File: config.mk
export PLATFORM = sky130hd
export DESIGN_NAME = reg_write_queue
export DESIGN_NICKNAME = d
export VERILOG_FILES = /design/src/rtl/rf_pkg.sv /design/src/rtl/wb_fifo.sv /design/src/rtl/reg_write_queue.sv
export SDC_FILE = /design/constraint.sdc
export NUM_CORES = 1
export LEC_CHECK = 0
export CELL_PAD_IN_SITES_DETAIL_PLACEMENT = 1
export CELL_PAD_IN_SITES_GLOBAL_PLACEMENT = 2
export CORE_MARGIN = 2
export CORE_UTILIZATION = 40
export DETAILED_ROUTE_END_ITERATION = 16
export PLACE_DENSITY = 0.78
export SLEW_MARGIN = 20
export SYNTH_ARGS = -nofsm -noshare
export SYNTH_HDL_FRONTEND = slang
export SYNTH_HIERARCHICAL = 1
export SYNTH_SLANG_ARGS = --single-unit
File: constraint.sdc
create_clock -name Clk -period 3.05 [get_ports Clk]
set_input_delay 0.4575 -clock Clk [delete_from_list [all_inputs] [get_ports Clk]]
set_output_delay 0.4575 -clock Clk [all_outputs]
set_load 0.005 [all_outputs]
File: src/rtl/rf_pkg.sv
// Shared register-file definitions: address/data widths, the zero register and the
// writeback entry payload used by the write queue.
package rf_pkg;

  localparam int unsigned RF_AW = 5;
  localparam int unsigned RF_DW = 64;
  localparam logic [RF_AW-1:0] RF_ZERO_REG = 5'd31;

  typedef struct packed {
    logic [RF_AW-1:0] rw;
    logic [RF_DW-1:0] data;
  } wb_entry_t;

endpackage

File: src/rtl/wb_fifo.sv
// Pointer/count FIFO of writeback entries with full/empty flags. All storage is exposed
// so the owner can search pending entries in age order (oldest at i_rd_ptr).
module wb_fifo
  import rf_pkg::*;
#(
  parameter  int unsigned DEPTH = 4,
  localparam int unsigned PW    = $clog2(DEPTH),
  localparam int unsigned CW    = $clog2(DEPTH + 1)
) (
  input  logic                  i_clk,
  input  logic                  i_rst_n,
  input  logic                  i_push,
  input  logic                  i_pop,
  input  wb_entry_t             i_entry,
  output wb_entry_t             o_head,
  output wb_entry_t [DEPTH-1:0] o_mem,
  output logic      [PW-1:0]    o_rd_ptr,
  output logic      [CW-1:0]    o_count,
  output logic                  o_full,
  output logic                  o_empty
);

  wb_entry_t [DEPTH-1:0] r_mem;
  logic      [PW-1:0]    r_wr_ptr;
  logic      [PW-1:0]    r_rd_ptr;
  logic      [CW-1:0]    r_count;

  // Payload storage carries no reset; only entries covered by r_count are meaningful.
  always_ff @(posedge i_clk) begin
    if (i_push) begin
      r_mem[r_wr_ptr] <= i_entry;
    end
  end

  // DEPTH is a power of two, so pointers wrap naturally.
  always_ff @(posedge i_clk or negedge i_rst_n) begin
    if (!i_rst_n) begin
      r_wr_ptr <= '0;
      r_rd_ptr <= '0;
      r_count  <= '0;
    end else begin
      if (i_push) r_wr_ptr <= r_wr_ptr + PW'(1);
      if (i_pop)  r_rd_ptr <= r_rd_ptr + PW'(1);
      if (i_push && !i_pop)      r_count <= r_count + CW'(1);
      else if (!i_push && i_pop) r_count <= r_count - CW'(1);
    end
  end

  assign o_head   = r_mem[r_rd_ptr];
  assign o_mem    = r_mem;
  assign o_rd_ptr = r_rd_ptr;
  assign o_count  = r_count;
  assign o_full   = (r_count == CW'(DEPTH));
  assign o_empty  = (r_count == '0);

endmodule

File: src/rtl/reg_write_queue.sv
// Writeback queue feeding the regfile write port one entry per cycle through a registered
// output stage. Define WB_BYPASS_EN to add the pending-write lookup ports (Lk*/Hit*/Fwd*).
module reg_write_queue
  import rf_pkg::*;
#(
  parameter int unsigned DEPTH = 4,
  parameter int unsigned DW    = RF_DW,
  parameter int unsigned AW    = RF_AW
) (
  input  logic          Clk,
  input  logic          Rst_n,
  input  logic          InValid,
  output logic          InReady,
  input  logic [AW-1:0] InRW,
  input  logic [DW-1:0] InData,
  input  logic          DrainEn,
  output logic          RegWr,
  output logic [AW-1:0] RW,
  output logic [DW-1:0] BusW,
`ifdef WB_BYPASS_EN
  input  logic [AW-1:0] LkA,
  input  logic [AW-1:0] LkB,
  output logic          HitA,
  output logic          HitB,
  output logic [DW-1:0] FwdA,
  output logic [DW-1:0] FwdB,
`endif
  output logic          Empty
);

  localparam int unsigned PW = $clog2(DEPTH);
  localparam int unsigned CW = $clog2(DEPTH + 1);

  wb_entry_t             w_in_entry;
  wb_entry_t             w_head;
  wb_entry_t [DEPTH-1:0] w_mem;
  logic      [PW-1:0]    w_rd_ptr;
  logic      [CW-1:0]    w_count;
  logic                  w_full;
  logic                  w_empty;
  logic                  w_push;
  logic                  w_pop;

  logic                  r_reg_wr;
  logic      [AW-1:0]    r_rw;
  logic      [DW-1:0]    r_bus_w;

  // Writes to the zero register complete the handshake but are dropped.
  assign w_in_entry.rw   = RF_AW'(InRW);
  assign w_in_entry.data = RF_DW'(InData);
  assign w_push = InValid && !w_full && (w_in_entry.rw != RF_ZERO_REG);
  assign w_pop  = DrainEn && !w_empty;

  wb_fifo #(.DEPTH(DEPTH)) u_fifo (
    .i_clk    (Clk),
    .i_rst_n  (Rst_n),
    .i_push   (w_push),
    .i_pop    (w_pop),
    .i_entry  (w_in_entry),
    .o_head   (w_head),
    .o_mem    (w_mem),
    .o_rd_ptr (w_rd_ptr),
    .o_count  (w_count),
    .o_full   (w_full),
    .o_empty  (w_empty)
  );

  // Output stage: address/data hold their last value while RegWr is low.
  always_ff @(posedge Clk or negedge Rst_n) begin
    if (!Rst_n) begin
      r_reg_wr <= 1'b0;
      r_rw     <= '0;
      r_bus_w  <= '0;
    end else begin
      r_reg_wr <= w_pop;
      if (w_pop) begin
        r_rw    <= AW'(w_head.rw);
        r_bus_w <= DW'(w_head.data);
      end
    end
  end

  assign RegWr   = r_reg_wr;
  assign RW      = r_rw;
  assign BusW    = r_bus_w;
  assign InReady = !w_full;
  assign Empty   = w_empty && !r_reg_wr;

`ifdef WB_BYPASS_EN
  // Scan oldest to newest so the youngest match overrides: output stage, then queue.
  function automatic logic [RF_DW:0] f_lookup(
    input logic      [AW-1:0]    lk,
    input logic                  stage_vld,
    input logic      [AW-1:0]    stage_rw,
    input logic      [DW-1:0]    stage_data,
    input wb_entry_t [DEPTH-1:0] mem,
    input logic      [PW-1:0]    rd_ptr,
    input logic      [CW-1:0]    count
  );
    logic             hit;
    logic [RF_DW-1:0] data;
    logic [PW-1:0]    idx;
    hit  = 1'b0;
    data = '0;
    if (RF_AW'(lk) != RF_ZERO_REG) begin
      if (stage_vld && (stage_rw == lk)) begin
        hit  = 1'b1;
        data = RF_DW'(stage_data);
      end
      for (int unsigned i = 0; i < DEPTH; i++) begin
        idx = PW'(rd_ptr + PW'(i));
        if ((CW'(i) < count) && (mem[idx].rw == RF_AW'(lk))) begin
          hit  = 1'b1;
          data = mem[idx].data;
        end
      end
    end
    return {hit, data};
  endfunction

  logic [RF_DW:0] w_lk_a;
  logic [RF_DW:0] w_lk_b;

  always_comb begin
    w_lk_a = f_lookup(LkA, r_reg_wr, r_rw, r_bus_w, w_mem, w_rd_ptr, w_count);
    w_lk_b = f_lookup(LkB, r_reg_wr, r_rw, r_bus_w, w_mem, w_rd_ptr, w_count);
  end

  assign HitA = w_lk_a[RF_DW];
  assign HitB = w_lk_b[RF_DW];
  assign FwdA = DW'(w_lk_a[RF_DW-1:0]);
  assign FwdB = DW'(w_lk_b[RF_DW-1:0]);
`else
  logic w_unused_bypass;
  assign w_unused_bypass = ^{w_mem, w_rd_ptr, w_count};
`endif

endmodule
# Yosys cells after proc, flatten, opt, wreduce, memory -nomap -nowiden
# Cells that the tools add are included.
# totals
register_bits	353
inputBits	73
out_inout_bits	72
# classes
n_addsub	4
n_lt_le_gt_ge	3
eq_ne	2
n_mux	7
reduce_logical	14
# op_table
op	count
$bwmux 276	1
$bmux 69 s2	1
$demux 69 s2	1
$mux 69	2
$logic_and 1x1->1	7
$lt 2x3->1 const B	2
$mux 3	2
$logic_not 1->1	5
$ne 5x5->1 const B	1
$add 2x1->2 const B	2
$add 3x1->3 const B	1
$eq 3x3->1 const B	1
$logic_not 3->1	1
$sub 3x1->3 const B	1
$ge 2x1->1 const B	1
$reduce_bool 2->1	1

# Depth between registers and ports, before layout
# Gate-level depths: netlist (run 1).
# depth
word_depth	8
depth_mapped	11
depth_no_buf	9

# Hierarchy
# Netlist (run 1), hierarchy kept.
# by_module_without_submodules
mod	instances	cells_each	area_per_inst_um2	seq_area_each_um2
wb_fifo	1	395	10426.2	8463.1
reg_write_queue	1	153	2990.4	1751.7

# Worst setup path before layout (run 1)
# OpenSTA, ideal clock, no wires.
# synth_timing
path_kind	register to register
start	reg u_fifo.r_count[2] (netlist: u_fifo/o_count[2])
end	reg u_fifo.r_mem (netlist bit u_fifo/o_mem[0]) (enable)
setup_ns	0.434
arrival_time_ns	2.483
required_time_ns	2.616
path_slack_ns	0.133
path_stages_with_launch	5
path_buffers	0
synth_period_minus_slack_ns	2.917
path_cell_list	dfrtp_1 nor3b_1 inv_1 o211a_1 and2_1
# synth_via
elab_chain_cells	4
# synth_lines
element	line	rtl
start: declaration	wb_fifo.sv:26	logic [CW-1:0] r_count;
start signal: assignment	wb_fifo.sv:44	if (i_push && !i_pop) r_count <= r_count + CW'(1);
start signal: assignment	wb_fifo.sv:45	else if (!i_push && i_pop) r_count <= r_count - CW'(1);
$eq 3x3->1	wb_fifo.sv:53	assign o_full = (r_count == CW'(DEPTH));
net w_full	reg_write_queue.sv:39	logic w_full;
$logic_not 1->1	n/a	
net InReady	reg_write_queue.sv:13	output logic InReady,
$logic_and 1x1->1 (2 in series)	reg_write_queue.sv:51	assign w_push = InValid && !w_full && (w_in_entry.rw != RF_ZERO_REG);
net w_push	reg_write_queue.sv:41	logic w_push;
end signal: indexed assignment	wb_fifo.sv:31	r_mem[r_wr_ptr] <= i_entry;
end: declaration	wb_fifo.sv:23	wb_entry_t [DEPTH-1:0] r_mem;
# The timed path passes the listed nets, and every way through them passes these cells.
# A chain may end at the register's enable or synchronous reset.

# Worst setup path after layout (run 1)
# layout_timing
start	reg u_fifo.r_count[0] (netlist: u_fifo/o_count[0])
end	out Empty
# layout_via
elab_chain_cells	2
# layout_lines
element	line	rtl
$logic_not 3->1	wb_fifo.sv:54	assign o_empty = (r_count == '0);
net w_empty	reg_write_queue.sv:40	logic w_empty;
$logic_and 1x1->1	reg_write_queue.sv:87	assign Empty = w_empty && !r_reg_wr;
end: declaration	reg_write_queue.sv:28	output logic Empty
# The timed path passes the listed nets, and every way through them passes these cells.

==> results.json, run 1 <==
{
  "hold_class": "in2async",
  "syn_area_mm2": 0.0134,
  "nNetsFinal": 803,
  "grt_pass1_vias": 6906,
  "pre_cts_ws_ps": 311,
  "drt-wirelength-per-cell_um": 22.0,
  "grt_max_degree": 73,
  "dr.pass1.iters": 4,
  "worst_clock_skew_ps": 9.80,
  "layout-drive-gt1-share_pct": 28.4,
  "gr-total-overflow": 0,
  "grt.total_usage_pct": 15.6,
  "cts_buffers": 38,
  "hpwl_um": 16500,
  "cp-end-kind": "primary output",
  "hold_violations": 0,
  "die_area_mm2": 0.0350,
  "synth_top_flop_cell": "edfxtp_1",
  "antenna_found_initial": 3,
  "slowest_stage": "clkdlybuf4s50_1",
  "cts_resized": 0,
  "h-tree-depth": 2,
  "synthDistinctLibCells": 25,
  "fin_total_pwr_uw": 16400,
  "timing.fmax_mhz": 397,
  "drtAntennaViolNets": 0,
  "start_kind": "flop",
  "drt_iter0_markers": 335,
  "synthCells": 548,
  "min_period_over_period_pct": 82.6,
  "wl_um": 26500,
  "rr_startpoint": "u_fifo/o_count[2]$_DFFE_PN0P_",
  "clkTransAtPathRegs_ps": 60,
  "die_y_um": 187,
  "r2r_cells": 9,
  "area_growth_pct": 23.5,
  "holdWs_ps": 349,
  "relSlewSlack_pct": 58.0,
  "rsz0062_at_grt": "no",
  "min_period_ps": 2520,
  "ys_seq_elements": 353,
  "ys_seq_area_share_pct": 76.1,
  "grt_pass1_wl_um": 41600,
  "vias": 5944,
  "mostFrequentLayoutCells": "edfxtp_1, clkdlybuf4s50_1, dfrtp_1",
  "die_w_um": 187,
  "coreArea_mm2": 0.0333,
  "drv_cap": 0,
  "synth_nets": 627,
  "clkLatencyLatePin_ps": 510,
  "cts_tree": "done",
  "async_reset_ff_share_pct": 21.8,
  "peakVddDrop_v": 0.000517,
  "start_util_pct": 40.3,
  "timing.rr.end": "u_fifo/o_count[2]$_DFFE_PN0P_",
  "power.density_mw_per_mm2": 990,
  "worst_slack_ps": 529,
  "io_buffers": 144,
  "fillers": 2984,
  "cts_buffer_depth": 3,
  "arrival_ps": 2060,
  "ff2ff_setup_slack_ps": 740,
  "io_pins": 145,
  "design_area_mm2": 0.0166,
  "synth_warnings": 6,
  "outcome": "completed",
  "viasPerCell": 4.95,
  "critical-path-max-stage-delay_ps": 510,
  "cts_sinks": 353,
  "slew_violations": 0,
  "crit_path_cell_trace": "nor3_1 -> nor2b_1 -> clkdlybuf4s50_1",
  "crit_type": "reg2out",
  "cp.required_ps": 2590,
  "tns_ps": 0,
  "drc_errors": 0,
  "cts_root_buf": "clkbuf_16",
  "p_leak_uw": 0.00584,
  "place_area_mm2": 0.0153,
  "worstMarginPinSlew_ps": 630,
  "antennaDiodeCount": 0,
  "synth_edf_count": 276,
  "rows": 67,
  "setup_viol": 0,
  "cp_max_fo": 4,
  "final_common_cell": "edfxtp_1",
  "syn_avg_cell_area_um2": 24.5,
  "place_congestion": 0.744
}
==> synthesized netlist by cell type (2+ instances only) <==
| cell | instances | area, um^2 |
|---|---|---|
| edfxtp_1 | 276 | 8290 |
| dfrtp_1 | 77 | 1930 |
| mux2_4 | 69 | 1040 |
| mux4_2 | 68 | 1530 |
| buf_12 | 15 | 300 |
| buf_2 | 7 | 35.0 |
| ha_1 | 5 | 62.6 |
| inv_1 | 5 | 18.8 |
| and2_1 | 4 | 25.0 |
| xor2_1 | 4 | 35.0 |
| nand2_1 | 3 | 11.3 |
| xnor2_1 | 2 | 17.5 |
==> state kept, by name, indices dropped and copies added, names as in the netlist <==
name and count:
RegWr 1, u_fifo/r_wr_ptr 2, u_fifo/o_count 3, BusW 64
u_fifo/o_mem 276, RW 5, u_fifo/o_rd_ptr 2
==> per-stage QoR <==
stage / instances / util (%)
after floorplan: 548 / -
after global placement: 1131 / 46.1
after detailed placement: 1131 / 46.1
after CTS: 1202 / 49.8
after global routing: 1202 / 49.8
final: 1202 / 49.8
==> cell families after synthesis <==
logic type | synth area share (%)
adder cells (fa/ha/maj) | 0.616
flip-flops | 76.1
multiplexers | 19.4
buffers and inverters | 2.75
XOR/XNOR | 0.392
AO/OA/AOI/OAI | 0.112
AND/OR/NAND/NOR | 0.578
==> worst max-delay path: cells and delay by family, from the launching register on <==
family | cells | cell delay, ps
buf+inv | 1 | 510
simple gates | 2 | 610
flops | 1 | 440
==> where the power goes <==
group / total, uW / internal [uW] / switching [uW] / leakage, uW
combinational: 4790 / 3000 / 1790 / 0.00182
sequential: 7230 / 6530 / 702 / 0.00343
clock: 4380 / 2620 / 1760 / 0.000591
==> cell type report <==
class / count / area, um^2 / share of cell area (%)
clock inverters: 14 / 95.1 / 0.574
repair buffers: 160 / 1710 / 10.3
clock buffers: 56 / 1110 / 6.72
multi-input cells: 166 / 2840 / 17.2
flip-flops and latches: 353 / 10200 / 61.7
well taps: 448 / 561 / 3.38
inverters: 5 / 18.8 / 0.113
==> metal layers <==
layer,up-vias,part of all wire [%],GRT usage [%]
met5,-,0.14,0
met4,6,1.8,4.33
met3,39,6.8,4.47
met2,166,49,25.4
met1,3148,43,20.5
li1,2585,-,-
==> how the worst max path moves through the flow <==
stage | from | endpoint | depth (start not counted)
after floorplan | u_fifo/o_count[2]$_DFFE_PN0P_ | u_fifo/o_mem[0]$_DFFE_PP_ | 4
after global placement | InRW[4] | u_fifo/o_count[2]$_DFFE_PN0P_ | 9
after detailed placement | InRW[2] | u_fifo/o_count[2]$_DFFE_PN0P_ | 9
after CTS | u_fifo/o_count[0]$_DFFE_PN0P_ | Empty | 3
after global routing | u_fifo/o_count[0]$_DFFE_PN0P_ | Empty | 3
final | u_fifo/o_count[0]$_DFFE_PN0P_ | Empty | 3
==> timing repair <==
action                                 4_1_cts  5_1_grt
hold buffers                                 1        0
endpoints found under the hold margin       12        0
buffers inserted                             0        0
Power figures use the tool's default switching activity.
==> run 2, diff against run 1 <==
--- a/config.mk
+++ b/config.mk
@@ -10,7 +10,7 @@
 export CORE_MARGIN = 2
 export CORE_UTILIZATION = 40
 export DETAILED_ROUTE_END_ITERATION = 16
-export PLACE_DENSITY = 0.78
+export PLACE_DENSITY = 0.75
 export SLEW_MARGIN = 20
 export SYNTH_ARGS = -nofsm -noshare
 export SYNTH_HDL_FRONTEND = slang
==> constraint.sdc (replaced) <==
create_clock -name Clk -period 2.6 [get_ports Clk]
set_input_delay 0.39 -clock Clk [delete_from_list [all_inputs] [get_ports Clk]]
set_output_delay 0.39 -clock Clk [all_outputs]
set_load 0.005 [all_outputs]
==> run 2 against run 1 <==
Effect of this change: combinational power is 18% higher; sequential power increased by 17%; critical path depth stayed put; largest cell class unchanged; largest power group unchanged.
==> results.json, run 2 (synthesis gave the netlist of run 1 again) <==
{
  "outcome": "completed",
  "fillers": 2984,
  "ff2ff_setup_slack_ps": 380,
  "cts_buffer_depth": 3,
  "drtAntennaViolNets": 0,
  "pre_cts_ws_ps": 184,
  "cts_tree": "done",
  "cts_root_buf": "clkbuf_16",
  "layout-drive-gt1-share_pct": 29.3,
  "io_pins": 145,
  "hpwl_um": 16100,
  "design_area_mm2": 0.0167,
  "place_area_mm2": 0.0154,
  "start_kind": "flop",
  "holdWs_ps": 464,
  "min_period_ps": 2470,
  "antenna_found_initial": 1,
  "io_buffers": 144,
  "cp_top_family": "simple AND/OR/NAND/NOR gates",
  "cts_buffers": 39,
  "worstMarginPinSlew_ps": 709,
  "crit_type": "reg2out",
  "post_cts_buffers": 0,
  "dr.pass1.iters": 4,
  "rows": 67,
  "clkLatencyLatePin_ps": 520,
  "drt_iter0_markers": 293,
  "final-seq-area_mm2": 0.0102,
  "drc_errors": 0,
  "crit_path_cell_trace": "nor3_1 -> nor2b_1 -> clkdlybuf4s50_1",
  "drt-wirelength-per-cell_um": 21.9,
  "min_period_over_period_pct": 94.8,
  "timing.fmax_mhz": 406,
  "cts_resized": 0,
  "power.density_mw_per_mm2": 1180,
  "worst_slack_ps": 135,
  "relSlewSlack_pct": 52.7,
  "drv_cap": 0,
  "cp-end-kind": "primary output",
  "clkTransAtPathRegs_ps": 60,
  "tns_ps": 0,
  "rr_startpoint": "u_fifo/o_count[0]$_DFFE_PN0P_",
  "start_util_pct": 40.3,
  "arrival_ps": 2080,
  "grt_pass1_wl_um": 41400,
  "critPathBufInv": 1,
  "peakVddDrop_v": 0.000922,
  "timing.rr.end": "u_fifo/o_count[2]$_DFFE_PN0P_",
  "die_area_mm2": 0.0350,
  "setup_viol": 0,
  "cts_sinks": 353,
  "wl_um": 26600,
  "cp.required_ps": 2210,
  "worst_clock_skew_ps": 20.7,
  "p_leak_uw": 0.00592,
  "viasPerCell": 4.93,
  "slowest_stage": "clkdlybuf4s50_1",
  "nNetsFinal": 809,
  "largest_reg_flops": 276,
  "final_core_util_pct": 50.3,
  "cp_max_fo": 4,
  "coreArea_mm2": 0.0333,
  "vias": 5967,
  "grt.total_usage_pct": 15.5,
  "h-tree-depth": 2,
  "final_common_cell": "edfxtp_1",
  "die_y_um": 187,
  "critical-path-max-stage-delay_ps": 520,
  "slew_violations": 0,
  "r2r_cells": 9,
  "mostFrequentLayoutCells": "edfxtp_1, clkdlybuf4s50_1, dfrtp_1",
  "hold_violations": 0,
  "rsz0062_at_grt": "no",
  "gr-total-overflow": 0,
  "ctsHoldBuffers": 1,
  "area_growth_pct": 24.7,
  "grt_max_degree": 73,
  "place_congestion": 0.716,
  "die_w_um": 187,
  "hold_class": "in2async",
  "multiInputGateArea_mm2": 0.00284,
  "grt_pass1_vias": 6911
}
## run 2: power breakdown
part           internal [uW]  switching [uW]  leakage (uW)
sequential              7660             825       0.00343
clock                   3550            2130      0.000648
combinational           3550            2100       0.00184
## run 2: cell type report
class | instances | share of cell area [%]
clock inverter | 22 | 1.53
sequential | 353 | 61.1
clock buffer | 49 | 6.49
tap | 448 | 3.35
inverter | 5 | 0.112
multi-input combinational | 166 | 17.0
timing repair buffer | 165 | 10.4
antenna | 2 | 0.0299
## run 2: worst max path at each step
stage | from | end | slack, ps | depth (start not counted)
global placement | InRW[0] | u_fifo/o_count[1]$_DFFE_PN0P_ | 250 | 7
detailed placement | InRW[0] | u_fifo/o_count[1]$_DFFE_PN0P_ | 180 | 7
CTS | u_fifo/o_count[0]$_DFFE_PN0P_ | Empty | 100 | 3
global route | u_fifo/o_count[0]$_DFFE_PN0P_ | Empty | 9 | 3
floorplan | u_fifo/o_count[0]$_DFFE_PN0P_ | u_fifo/o_count[2]$_DFFE_PN0P_ | 370 | 11
finish | u_fifo/o_count[0]$_DFFE_PN0P_ | Empty | 130 | 3
## run 2: routing by layer
metal	wire length [um]	vias up	track usage [%]
li1	-	2603	-
met2	13100	138	25.6
met5	0	-	0
met4	464	0	4.15
met3	1510	35	4.17
met1	11500	3191	20.4
## run 2: stage by stage
| step | power (uW) | instances |
|---|---|---|
| floorplan | 12100 | 548 |
| global placement | 14100 | 1136 |
| detailed placement | 14400 | 1136 |
| CTS | 20200 | 1208 |
| global route | 20800 | 1208 |
| finish | 19800 | 1210 |
